--- src/rtl/router_pkg.sv ---
// Shared types for the 1x3 packet router control path.
// FSM state encoding and header address codes.
package router_pkg;

    typedef enum logic [2:0] {
        DECODE_ADDRESS     = 3'd0,
        LOAD_FIRST_DATA    = 3'd1,
        LOAD_DATA          = 3'd2,
        FIFO_FULL_STATE    = 3'd3,
        LOAD_AFTER_FULL    = 3'd4,
        LOAD_PARITY        = 3'd5,
        CHECK_PARITY_ERROR = 3'd6,
        WAIT_TILL_EMPTY    = 3'd7
    } state_t;

    localparam logic [1:0] ADDR0        = 2'd0;
    localparam logic [1:0] ADDR1        = 2'd1;
    localparam logic [1:0] ADDR2        = 2'd2;
    localparam logic [1:0] ADDR_INVALID = 2'd3;

endpackage

--- src/rtl/router_fsm.sv ---
// Router control FSM: header decode, load phases, full stall, parity check.
// Optional: ROUTER_FSM_SOFT_RST_EN enables soft reset from the output FIFOs.
module router_fsm
    import router_pkg::*;
(
    input  logic       clk,
    input  logic       rst,
    input  logic       pktvalid,
    input  logic       parity_done,
    input  logic       srst0,
    input  logic       srst1,
    input  logic       srst2,
    input  logic       fifofull,
    input  logic       lowpktvalid,
    input  logic       fifoe0,
    input  logic       fifoe1,
    input  logic       fifoe2,
    input  logic [1:0] din,
    output logic       detect_add,
    output logic       ld_state,
    output logic       laf_state,
    output logic       full_state,
    output logic       lfd_state,
    output logic       we_en_reg,
    output logic       rst_int_reg,
    output logic       busy
);

    state_t     state;
    state_t     state_nxt;
    logic [1:0] addr;
    logic       din_empty;
    logic       addr_empty;
    logic       soft_rst;

    always_ff @(posedge clk or negedge rst) begin
        if (!rst) begin
            state <= DECODE_ADDRESS;
            addr  <= ADDR0;
        end else begin
            state <= state_nxt;
            if (state == DECODE_ADDRESS && pktvalid)
                addr <= din;
        end
    end

    always_comb begin
        din_empty = 1'b0;
        case (din)
            ADDR0:   din_empty = fifoe0;
            ADDR1:   din_empty = fifoe1;
            ADDR2:   din_empty = fifoe2;
            default: din_empty = 1'b0;
        endcase
    end

    always_comb begin
        addr_empty = 1'b0;
        case (addr)
            ADDR0:   addr_empty = fifoe0;
            ADDR1:   addr_empty = fifoe1;
            ADDR2:   addr_empty = fifoe2;
            default: addr_empty = 1'b0;
        endcase
    end

`ifdef ROUTER_FSM_SOFT_RST_EN
    // Only the FIFO this packet is headed for may abort it.
    always_comb begin
        soft_rst = 1'b0;
        case (addr)
            ADDR0:   soft_rst = srst0;
            ADDR1:   soft_rst = srst1;
            ADDR2:   soft_rst = srst2;
            default: soft_rst = 1'b0;
        endcase
    end
`else
    logic unused_srst;
    assign unused_srst = ^{srst0, srst1, srst2};
    assign soft_rst    = 1'b0;
`endif

    always_comb begin
        state_nxt = state;
        unique case (state)
            DECODE_ADDRESS: begin
                if (pktvalid && din != ADDR_INVALID)
                    state_nxt = din_empty ? LOAD_FIRST_DATA
                                          : WAIT_TILL_EMPTY;
            end
            LOAD_FIRST_DATA: state_nxt = LOAD_DATA;
            LOAD_DATA: begin
                if (fifofull)
                    state_nxt = FIFO_FULL_STATE;
                else if (!pktvalid)
                    state_nxt = LOAD_PARITY;
            end
            FIFO_FULL_STATE: begin
                if (!fifofull)
                    state_nxt = LOAD_AFTER_FULL;
            end
            LOAD_AFTER_FULL: begin
                if (parity_done)
                    state_nxt = DECODE_ADDRESS;
                else if (lowpktvalid)
                    state_nxt = LOAD_PARITY;
                else
                    state_nxt = LOAD_DATA;
            end
            LOAD_PARITY: state_nxt = CHECK_PARITY_ERROR;
            CHECK_PARITY_ERROR: begin
                state_nxt = fifofull ? FIFO_FULL_STATE
                                     : DECODE_ADDRESS;
            end
            WAIT_TILL_EMPTY: begin
                if (addr_empty)
                    state_nxt = LOAD_FIRST_DATA;
            end
        endcase
        if (soft_rst)
            state_nxt = DECODE_ADDRESS;
    end

    assign detect_add  = (state == DECODE_ADDRESS);
    assign lfd_state   = (state == LOAD_FIRST_DATA);
    assign ld_state    = (state == LOAD_DATA);
    assign full_state  = (state == FIFO_FULL_STATE);
    assign laf_state   = (state == LOAD_AFTER_FULL);
    assign rst_int_reg = (state == CHECK_PARITY_ERROR);
    assign we_en_reg   = ld_state | laf_state
                       | (state == LOAD_PARITY);
    assign busy        = !(detect_add | ld_state);

endmodule

--- config.mk ---
export PLATFORM = sky130hd
export DESIGN_NAME = router_fsm
export DESIGN_NICKNAME = d
export VERILOG_FILES = /design/src/rtl/router_pkg.sv /design/src/rtl/router_fsm.sv
export SDC_FILE = /design/constraint.sdc
export NUM_CORES = 1
export LEC_CHECK = 0
export CAP_MARGIN = 25
export CORE_AREA = 2 2 39 41
export DETAILED_ROUTE_END_ITERATION = 6
export DIE_AREA = 0 0 41 43
export PLACE_DENSITY = 0.77
export SYNTH_ARGS = -nofsm -noshare
export SYNTH_HDL_FRONTEND = slang
export SYNTH_SLANG_ARGS = --single-unit
--- constraint.sdc ---
create_clock -name clk -period 1.4 [get_ports clk]
set_input_delay 0.28 -clock clk [delete_from_list [all_inputs] [get_ports clk]]
set_output_delay 0.28 -clock clk [all_outputs]
set_load 0.01 [all_outputs]
# Yosys cells after proc, flatten, opt, wreduce, memory -nomap -nowiden
# Cells that the tools add are included.
[classes] bitwise_logic=3 n_reduce_logical=7 eq_ne=16 n_mux=12
[ops] cell="3-bit two-way mux" n=8
[ops] cell="3-bit case mux with 8 select lines" n=1
[ops] cell="3-bit == test (second input constant)" n=4
[ops] cell="3-bit by 2-bit == test with 1-bit output (second input constant)" n=2
[ops] cell="2-bit inequality test (second input constant)" n=3
[ops] cell="1-bit case mux with 3 select lines" n=2
[ops] cell="2-bit by 1-bit == test with 1-bit output (second input constant)" n=2
[ops] cell="2-bit == test (second input constant)" n=2
[ops] cell="2-bit logical NOT" n=2
[ops] cell="4-bit AND reduction" n=1
[ops] cell="3-bit by 1-bit == test with 1-bit output (second input constant)" n=1
[ops] cell="3-bit logical NOT" n=1
[ops] cell="3-bit inequality test (second input constant)" n=1
[ops] cell="1-bit OR" n=3
[ops] cell="1-bit logical AND" n=2
[ops] cell="2-bit two-way mux" n=1
[ops] cell="2-bit by 1-bit inequality test with 1-bit output (second input constant)" n=1
[ops] cell="1-bit logical NOT" n=1
[word_totals] wordCells=40 output_inout_bits=8 inputBits=14 register_bits=5

# Longest topological paths before layout
# Gate-level depths: netlist of the first run.
[depth] word_depth=5 depth_mapped=5 ltp_nobuf=4

# Worst setup path after synthesis of the first run
# OpenSTA, ideal clock, no wires.
[synth_timing] kind="register to register" from="register state[0]" to="register state[2]" synth_period_minus_slack_ns=1.419 setup_time_ns=0.066 setup_slack_ns=-0.019 path_buffers=1 path_stages_with_launch=6 t_arrival_ns=1.353 t_required_ns=1.334 path_cell_list="dfrtp_1 > buf_2 > nor3_2 > o211ai_1 > a221o_1 > nand2_1"
[synth_via] elab_chain_cells=3 word_cells_on_any_way=14 cone_classes="eq/ne: 11; mux: 1; reduce/logical: 2"
[synth_lines] element="start: declaration" line_no="router_fsm.sv:29" rtl="state_t state;"
[synth_lines] element="start signal: assignment" line_no="router_fsm.sv:41" rtl="state <= state_nxt;"
[synth_lines] element="3-bit logical NOT *"
[synth_lines] element="via detect_add" line_no="router_fsm.sv:19" rtl="output logic detect_add,"
[synth_lines] element="2-bit by 1-bit inequality test with 1-bit output (no source line)"
[synth_lines] element="4-bit AND reduction (no source line)"
# Mark *: on every way through the listed nets, which the timed path passes. The rest lies on a longest branch.
# A chain may end at the register's enable or synchronous reset.

# Final worst setup path of the first run
[layout_timing] from="register state[1]" to="register state[2]"
[layout_via] elab_chain_cells=3 word_cells_on_any_way=14 cone_classes="eq/ne: 11; mux: 1; reduce/logical: 2"
[layout_lines] element="3-bit by 2-bit == test with 1-bit output (tied with other cells)" line_no="router_fsm.sv:86" rtl="unique case (state)"
[layout_lines] element="3-bit inequality test (no source line) (tied with other cells)"
[layout_lines] element="4-bit AND reduction (no source line)"
# Several ways; a longest one is shown, not always the timed one.

==> results of run 1 <==
layout make-up:
cell class | instances | area (sq um) | share of cell area
Timing Repair Buffer | 37 | 293 | 0.373
Tap cell | 16 | 20.0 | 0.0255
Multi-Input combinational cell | 44 | 309 | 0.393
Sequential cell | 5 | 126 | 0.161
Clock buffer | 4 | 26.3 | 0.0334
Inverter | 3 | 11.3 | 0.0143
path summary, 6_finish.rpt:
kind,slack [ps],end,from
worst max-delay path,-60,state[2]$_DFFE_PN0P_,state[1]$_DFFE_PN0P_
worst min-delay path,260,state[1]$_DFFE_PN0P_,rst
worst max register to register,-60,state[2]$_DFFE_PN0P_,state[1]$_DFFE_PN0P_
worst min register to register,560,addr[0]$_DFFE_PN0P_,addr[0]$_DFFE_PN0P_
max in group asynchronous,930,state[2]$_DFFE_PN0P_,rst
min in group clk,500,state[0]$_DFFE_PN0P_,lowpktvalid
placed cells by master (no fill, tap or decap), drive strengths merged, types with 2 or more instances in the layout:
cell / instances
a21oi: 2
buf: 26
clkbuf: 4
clkdlybuf4s50: 7
dfrtp: 5
dlygate4sd2: 3
inv: 3
mux2: 2
mux2i: 2
nand2: 7
nand2b: 5
nor2: 8
nor3: 3
o211ai: 2
o21ai: 2
timing repair:
action,in CTS,in global routing
endpoints found under the setup margin,9,10
pin swaps,4,0
setup buffers,1,2
resized for setup,35,6
power by group through the flow:
stage / Clock [uW] / Combinational [uW] / Sequential [uW]
2_1_floorplan: 0 / 584 / 249
3_3_place_gp: 0 / 1100 / 276
3_5_place_dp: 0 / 1120 / 280
4_1_cts: 170 / 1120 / 284
5_1_grt: 180 / 1260 / 303
6_report: 162 / 1160 / 292
flip-flops by register name (all words and copies together), names as in the netlist:
signal and cells:
addr 2, state 3
worst reg2reg max path, stage by stage, from the launching register on:
cell and delay [ps]:
dfrtp_1 420, or3b_1 360, a32o_1 220, a221o_1 330, nand2_1 70
metal layers:
| layer | track usage | up-vias | share of wire |
|---|---|---|---|
| met1 | 0.195 | 246 | 0.39 |
| li1 | - | 273 | - |
| met2 | 0.259 | 16 | 0.54 |
| met4 | 0.0533 | 0 | 0.014 |
| met5 | 0 | - | 0 |
| met3 | 0.0524 | 2 | 0.054 |
stage by stage:
stage | total power (uW) | hold WS (ps) | std cells | TNS, ps
final | 1610 | 263 | 109 | -96.3
after global routing | 1740 | 282 | 109 | -449
after CTS | 1580 | 264 | 107 | -137
after detailed placement | 1400 | 519 | 102 | -1450
after global placement | 1380 | 512 | 102 | -1380
after floorplan | 833 | -15.6 | 55 | 0
kinds of logic after synthesis:
kind of cell | Yosys count
buf+inv | 6
compound gates | 14
flops | 5
simple gates | 26
mux | 4
==> impl_results.md, run 1 <==
- Status: finished with violations
- Violations in the final reports: setup timing
- Synth Area in Compound Gates: 0.246
- Ys flop type: dfrtp_1
- End-of-flow core utilization: 0.568
- Top cells by area, synth: dfrtp_1, nand2b_1, nor2_1
- Worst-margin pin slew: approximately 260 ps
- Async set-or-reset flop fraction in the synthesized netlist: 1.00
- Via count: between 500 and 600
- Post-DP Area: about 740 sq um
- Number of cell rows: 14
- Vias in the first global route: about 510
- Top-area cell type share of the netlist area: 0.290
- Levels on crit path: 4
- First-pass GRT wire length: 2010 um
- RSZ-0062 raised after global routing: yes
- Pin count of the biggest net entering global routing: 7
- Final Cycle Share: 1.05
- Synthesized Nets: slightly below 70
- Pwr dens: a little over 2000 nW/um^2
- Slew Viols, Final: 0
- Routed WL: between 1000 and 1500 um
- Max Cap Violations: 0
- Gp weighted congestion: roughly 0.77
- PortBufs: 18
- Hold-fix buffers, CTS: 0
- Die Y: ~43 um
- Vias per std cell: 4.93
- Synth unique cells: 25
- CP Cell Sequence: or3b_1, a32o_1, a221o_1, nand2_1
- DPL Wire Length: ~940 um
- Register area share after synthesis: 0.290
- FMAX: 0.683 GHz
- IO Count: 22
- Largest family of logic cells by synthesized area: simple AND/OR/NAND/NOR gates
- Net Switching: 640 uW
- H-tree Lvls: 1
- CTS tree: yes
- Worst Setup Path Type: reg2reg
- Die span in x: ~41 um
- Nets: 108
- Post-synthesis mux area share: 0.0986
- Switching part of the total power: 0.397
- Endpoint class of the critical path: flip-flop
- Slowest Stage Delay on Critical Path: ~420 ps
- Simple-gate area share of the yosys netlist: 0.304
- Peak supply drop: 1.01 mV
- Root Driver: clkbuf_4
- Synth Area in Adders: 0
- Clock share of power: 0.100
- Iter 0 DRT Violations: 2
- Residual DRC count: 0
- Clock transition at the registers of the reported paths: ~40 ps
- Worst Path Arrival: 1640 ps
- Critical-path top delay cell: dfrtp_1
- Grt ovf: 0
- # diodes: 0
- DR WL/cell: between 10 and 15 um
- CTS Sinks: 5
- Clk buf depth: 2
- First drt pass iteration count: 3
- Final setup fails: 3
- Synthesized flop and latch total: 5
- Place WS: -406 ps
- Final Skew: about 6.1 ps
- CP required: between 1500 and 2000 ps
- Post-synth EDFFs: 0
- Flop pwr share: 0.181
- Pleak: between 0.0003 and 0.0004 uW
- Initial Util: 0.312
- TritonCTS Buffers: 3
- Antenna Nets Post-Route: 0
- Reg2Reg Depth: 4
- Commonest cells post-synth: nor2_1, nand2_1, dfrtp_1, nand2b_1, inv_1
- Int Pwr: 974 uW
- Layout cells sized above 1: 0.409
- Post-synthesis area per instance: ~8 sq um
- DIE AREA: ~1800 sq um
- Area growth syn-to-layout: 82.0%
- Setup WS post-layout: -64.1 ps
- Post-Syn Area: roughly 430 sq um
- Family with the most delay on the worst path: compound AO/OA/AOI/OAI gates
- Yosys warns: 0
- Crit path max fanout: 4
- Design area: roughly 790 sq um
- Skew-Pair Late Insertion Delay: 240 ps
- Filler cell count: 139
- Final worst path period need: between 1000 and 1500 ps
- Slew headroom: 0.827
- Final hold viol count: 0
- Core ar.: roughly 1400 sq um
- Total GRT Usage: 0.162
- Xor/xnor share of the synthesized area: 0
- Mapped Cells: 55
- Worst Hold Class: in2async
- Initial antenna violation count: 0
- Area leader, netlist: dfrtp_1
- Cell with the most instances after synthesis: nor2_1
- Critical Path Start Type: flip-flop
- Comb pwr share: 0.719
- CP bufs+invs: 0
(Power assumes the default switching activity.)
==> run 2, diff against run 1 <==
--- a/config.mk
+++ b/config.mk
@@ -7,9 +7,12 @@
 export LEC_CHECK = 0
 export CAP_MARGIN = 25
 export CORE_AREA = 2 2 39 41
+export CTS_CLUSTER_SIZE = 12
 export DETAILED_ROUTE_END_ITERATION = 6
 export DIE_AREA = 0 0 41 43
 export PLACE_DENSITY = 0.77
+export REMOVE_ABC_BUFFERS = 1
 export SYNTH_ARGS = -nofsm -noshare
 export SYNTH_HDL_FRONTEND = slang
 export SYNTH_SLANG_ARGS = --single-unit
+export TNS_END_PERCENT = 20
==> run 2 against run 1 <==
Effect of this change: the run still ends with setup timing left; via count rose by 0.93%; sequential cell count unchanged; sequential share of layout area is 0.082 points higher; register-to-register slack about the same; first-iteration DRC count grew 100%; critical path depth is the same; final cell count fell by 0.92%; sequential power grew 7.5%; core utilization grew 0.27 points; clock power is 7% higher; cell area is 0.48% higher; non-clock buffer count fell by 1.
==> impl_results.md, run 2 (synthesized netlist as in run 1, its figures left out) <==
- Final Cycle Share: 1.04 (-0.00151)
- Grt ovf: 0 (unchanged)
- Number of cell rows: 14 (unchanged)
- Most flop-heavy register: state
- Placed cells: 100 (-2.0%)
- Most frequent cells in the layout: buf_4, nor2_1, clkdlybuf4s50_1, buf_2, nand2_1
- Top flop regs: state (3), addr (2)
- RSZ-0062 raised after global routing: yes
- Commonest non-fill, non-tap cell in the layout: buf_4
- Final Skew: 9.65 ps (+3.55 ps)
- Layout cells sized above 1: 0.424 (+0.0153)
- Pwr dens: 2080 nW/um^2 (+1.2%)
- Final hold viol count: 0 (unchanged)
- Initial antenna violation count: 0 (unchanged)
- Final setup TNS: -141 ps (-44.8 ps)
- CP required: 1590 ps (+20 ps)
- Vias in the first global route: 493 (-3.1%)
- FF/Latch Area: 128 sq um (+0.99%)
- Die Y: 43 um (unchanged)
- Crit path max fanout: 6 (+2)
- Critical R2R Launch: state[1]$_DFFE_PN0P_
- DR WL/cell: 11.3 um (+1.5%)
- Largest register FFs: 3 (unchanged)
- Nets: 107 (-0.93%)
- IO Count: 22 (unchanged)
- Setup WS post-layout: -62.0 ps (+2.11 ps)
- Core ar.: 1380 sq um (unchanged)
- CTS tree: yes
- Final setup fails: 4 (+1)
- Filler cell count: 138 (-0.72%)
- Gp weighted congestion: 0.756 (-1.7%)
- Area occupied by multi-input gates: 314 sq um (+1.6%)
- Initial Util: 0.312 (unchanged)
- Worst Hold Class: in2async
- Slew Viols, Final: 0 (unchanged)
- Final worst path period need: 1460 ps (-2.11 ps)
- DPL Wire Length: 955 um (+1.7%)
- Clock transition at the registers of the reported paths: 50 ps (about the same)
- Pleak: 0.000378 uW (-1.6%)
- Clk buf depth: 2 (unchanged)
- Routed WL: 1220 um (+0.58%)
- Max Cap Violations: 0 (unchanged)
- Worst Setup Path Type: reg2reg
- Iter 0 DRT Violations: 4 (+2)
- CTS Sinks: 5 (unchanged)
- First drt pass iteration count: 3 (unchanged)
- Peak supply drop: 0.821 mV (-19%)
- Root Driver: clkbuf_4
- DIE AREA: 1760 sq um (unchanged)
- Vias per std cell: 5.02 (+1.9%)
- Residual DRC count: 0 (unchanged)
- FMAX: 0.684 GHz (+0.14%)
- Status: finished with violations
- Slew headroom: 0.836 (+0.00875)
- Violations in the final reports: setup timing
- Critical Path Start Type: flip-flop
- Pin count of the biggest net entering global routing: 8 (+1)
- Non-Filler Instances: 108 (-0.92%)
- Worst Path Arrival: 1650 ps (about the same)
- Area growth syn-to-layout: 82.9%
- # diodes: 0 (unchanged)
- Place WS: -417 ps (-11.6 ps)
- Via count: 542 (+0.93%)
- WHS: 253 ps (-9.98 ps)
- TritonCTS Buffers: 3 (unchanged)
- H-tree Lvls: 1 (unchanged)
- R2R setup slack: -60 ps (about the same)
- Antenna Nets Post-Route: 0 (unchanged)
- Endpoint class of the critical path: flip-flop
- Die span in x: 41 um (unchanged)
- Reg2Reg Depth: 4 (unchanged)
- End of the worst register-to-register path: state[2]$_DFFE_PN0P_
- PortBufs: 18 (unchanged)
- First-pass GRT wire length: 1880 um (-6.2%)
- Worst-margin pin slew: 245 ps (-12.5 ps)
- Skew-Pair Late Insertion Delay: 250 ps (about the same)
- Total GRT Usage: 0.158 (-0.00437)
-- run 2: worst max-delay path: stages, from the launching register on --
cell     delay [ps]
dfrtp_2         440
or3b_1          380
a32o_1          220
a221o_1         300
nand2_1          70
-- run 2: layout make-up --
| type | instances | share of cell area |
|---|---|---|
| clock buffers | 4 | 0.0333 |
| well taps | 16 | 0.0254 |
| repair buffers | 36 | 0.365 |
| multi-input cells | 44 | 0.398 |
| flip-flops and latches | 5 | 0.162 |
| inverters | 3 | 0.0174 |
-- run 2: worst max path at each step --
stage               depth (start not counted)              endpoint            startpoint  slack (ps)
global route                                6  state[2]$_DFFE_PN0P_  state[0]$_DFFE_PN0P_        -130
floorplan                                   4  state[2]$_DFFE_PN0P_  state[1]$_DFFE_PN0P_         -80
CTS                                         4  state[2]$_DFFE_PN0P_  state[1]$_DFFE_PN0P_         -90
finish                                      4  state[2]$_DFFE_PN0P_  state[1]$_DFFE_PN0P_         -60
global placement                            5  state[2]$_DFFE_PN0P_           lowpktvalid        -380
detailed placement                          5  state[2]$_DFFE_PN0P_           lowpktvalid        -420
-- run 2: power by group --
group,internal [uW],switching (uW)
logic,657,498
clock network,108,64.8
registers,228,86.6
total,993,650
-- run 2: through the flow --
step	utilization	power (uW)	area, sq um
after floorplan	-	775	417
after global placement	0.522	1320	722
after detailed placement	0.522	1330	722
after CTS	0.550	1560	761
after global routing	0.571	1760	790
final	0.571	1640	790
-- run 2: per-layer routing --
layer	wire [um]	share of wire	GRT usage
met3	51	0.042	0.0157
met4	25	0.020	0.0933
met5	0	0	0
met1	446	0.37	0.161
met2	697	0.57	0.281
-- run 2: timing repair --
item | 4_1_cts | 5_1_grt
gates cloned | 0 | 0
pin swaps | 4 | 3
endpoints found under the setup margin | 9 | 8
gates resized for setup | 42 | 5
buffers inserted | 1 | 3
hold buffers | 0 | 0
==> run 3, diff against run 2 <==
--- a/config.mk
+++ b/config.mk
@@ -5,7 +5,6 @@
 export SDC_FILE = /design/constraint.sdc
 export NUM_CORES = 1
 export LEC_CHECK = 0
-export CAP_MARGIN = 25
 export CORE_AREA = 2 2 39 41
 export CTS_CLUSTER_SIZE = 12
 export DETAILED_ROUTE_END_ITERATION = 6
==> results of run 3 <==
No change in the layout: final DEF, timing and power equal those of run 2.
==> variant: new RTL, config.mk and constraints of run 3 <==
Re-encode `state_t` (8 states) as Gray code, 3 bits wide.
--- a/src/rtl/router_pkg.sv
+++ b/src/rtl/router_pkg.sv
@@ -3,14 +3,14 @@
 package router_pkg;
 
     typedef enum logic [2:0] {
-        DECODE_ADDRESS     = 3'd0,
-        LOAD_FIRST_DATA    = 3'd1,
-        LOAD_DATA          = 3'd2,
-        FIFO_FULL_STATE    = 3'd3,
-        LOAD_AFTER_FULL    = 3'd4,
-        LOAD_PARITY        = 3'd5,
-        CHECK_PARITY_ERROR = 3'd6,
-        WAIT_TILL_EMPTY    = 3'd7
+        DECODE_ADDRESS     = 3'b000,
+        LOAD_FIRST_DATA    = 3'b001,
+        LOAD_DATA          = 3'b011,
+        FIFO_FULL_STATE    = 3'b010,
+        LOAD_AFTER_FULL    = 3'b110,
+        LOAD_PARITY        = 3'b111,
+        CHECK_PARITY_ERROR = 3'b101,
+        WAIT_TILL_EMPTY    = 3'b100
     } state_t;
 
     localparam logic [1:0] ADDR0        = 2'd0;
Formal check against the unedited RTL: same outputs for any inputs over 10 cycles, from zero or initial values and one cycle with rst low; not proved beyond that.
==> variant against run 3 <==
- the run still ends with negative setup slack left
- cell area is 2.9% lower
- routed wire length is 3.4% higher
- critical path type is now flop to output pin
- clock skew is 0.0095 ns lower
- sequential cell count stayed put
- total power is 0.52% higher
- area after synthesis is 6.4% lower
- worst setup slack worse by 0.030 ns
- largest power group unchanged
==> variant: results (changes against run 3) <==
metric,value,unit,change
hold_slack,0.2539,ns,+0.0005820 ns
antenna_found_initial,0,,unchanged
viasPerCell,5.040,,+0.42%
drive_above_1_share,0.4588,,+0.03491
synth_common_cells,"8 x nor2_1, 5 x dfrtp_1, 4 x a21oi_1, 4 x and3_1",,
grt_pass1_wl,1945,microns,+3.3%
setup_viol,7,,+3
r2r_setup_slack,-0.03,ns,+0.03 ns
rr_worst_depth,7,,+3
placed_area,666.9,sq um,-7.6%
async_flop_share,1.000,,unchanged
clk_latency,0.24,ns,
htreeDepth,1,,unchanged
status,"finished, violations left",,
min_path_type,input port to asynchronous set/reset pin,,
critical-path-max-stage-delay,0.39,ns,-0.05 ns
numCtsBuffers,3,,unchanged
r2r_end,state[0],,
port_buffers,18,,unchanged
crit_family,flip-flops,,
fill_cells,136,,-1.4%
grt_pass1_vias,502,,+1.8%
fin_skew,0.0001034,ns,-0.009546 ns
grt_max_degree,8,,unchanged
relSlewSlack,0.8108,,-0.02518
r2r_start,state[2],,
firstDrtPassIters,4,,+1
grt_usage,0.1662,,+0.008425
gp_congestion,0.7446,,-1.5%
yosysSeqAreaShare,0.3096,,+0.01974
drt-initial-drc-count,7,,+3
cp_slowest_cell,dfrtp_1,,
dp_hpwl,861.4,microns,-9.8%
violations,negative setup slack,,
leakage,0.0003688,uW,-2.4%
reg_top3,"state x3, addr x2",,
layout.nets,100,,-6.5%
cp_max_fo,4,,-2
ys_warn_count,0,,unchanged
routed_wl,1262,microns,+3.4%
synthFlopType,dfrtp_1,,
clkTransAtPathRegs,0.04,ns,
peakVddDrop,0.8916,mV,+8.6%
num_antenna_cells,0,,unchanged
synth_top_cells_by_area,"dfrtp_1 31%, nor2_1 7.4%, and3_1 6.2%",,
setup_ws,-0.09182,ns,-0.02982 ns
root_buffer,clkbuf_4,,
synth_cell_types,23,,-8.0%
arrival,1.21,ns,-0.44 ns
antenna_left,0,,unchanged
clock_path_buffers,2,,unchanged
## variant: worst max path at each step
| stage | from | end | slack, ns | cells past startpoint |
|---|---|---|---|---|
| floorplan | state[0] | state[0] | 0.02 | 3 |
| global placement | state[0] | busy | -0.15 | 3 |
| detailed placement | state[0] | busy | -0.19 | 3 |
| CTS | state[2] | busy | -0.13 | 5 |
| global route | state[0] | busy | -0.13 | 4 |
| finish | state[2] | rst_int_reg | -0.09 | 4 |
## variant: metrics by stage
stage / utilization / setup TNS, ns / instances / setup slack (ns)
2_1_floorplan: - / 0 / 47 / 0.01676
3_3_place_gp: 0.4819 / -1.166 / 92 / -0.1490
3_5_place_dp: 0.4819 / -1.309 / 92 / -0.1919
4_1_cts: 0.5226 / -0.7440 / 100 / -0.1291
5_1_grt: 0.5543 / -0.8121 / 101 / -0.1317
6_report: 0.5543 / -0.2831 / 101 / -0.09182
## variant: area by class of cell
type                            instances  area share
Sequential cell                         5      0.1664
Timing Repair Buffer                   34      0.3670
Tap cell                               16     0.02610
Clock buffer                            4     0.03426
Inverter                                4     0.02284
Multi-Input combinational cell         38      0.3834
## variant: kinds of logic (layout without fill, tap and decap cells)
logic type             after synthesis  in the layout  synth area share
multiplexers                         4              4            0.1053
AO/OA/AOI/OAI                       14             14            0.2353
flip-flops                           5              5            0.3096
AND/OR/NAND/NOR                     20             20            0.2632
buffers and inverters                7             42           0.08668
## variant: repair_timing
action / in CTS / in global routing
endpoints found under the setup margin: 10 / 12
buffers inserted: 4 / 2
resized for setup: 43 / 8
hold endpoints to repair: 0 / 0
pin swaps: 3 / 2
cloned: 0 / 0
## variant: worst reg2reg max path, stage by stage (launching register included)
cell      delay [ns]
dfrtp_1         0.39
buf_6           0.13
buf_6           0.10
nor3_4          0.13
buf_4           0.17
o221ai_4        0.09
o41a_1          0.15
and3_1          0.15
## variant: layer usage
layer	vias to the layer above	global-route usage	part of all wire
met5	-	0	0
met1	246	0.1887	0.40
met4	0	0.1000	0.012
met3	2	0.01571	0.033
met2	13	0.2781	0.55
li1	248	-	-
## variant: where the power goes
part           switching (uW)  internal [uW]
logic                     511            660
clock network            55.4            108
registers                88.6            228
total                     655            996
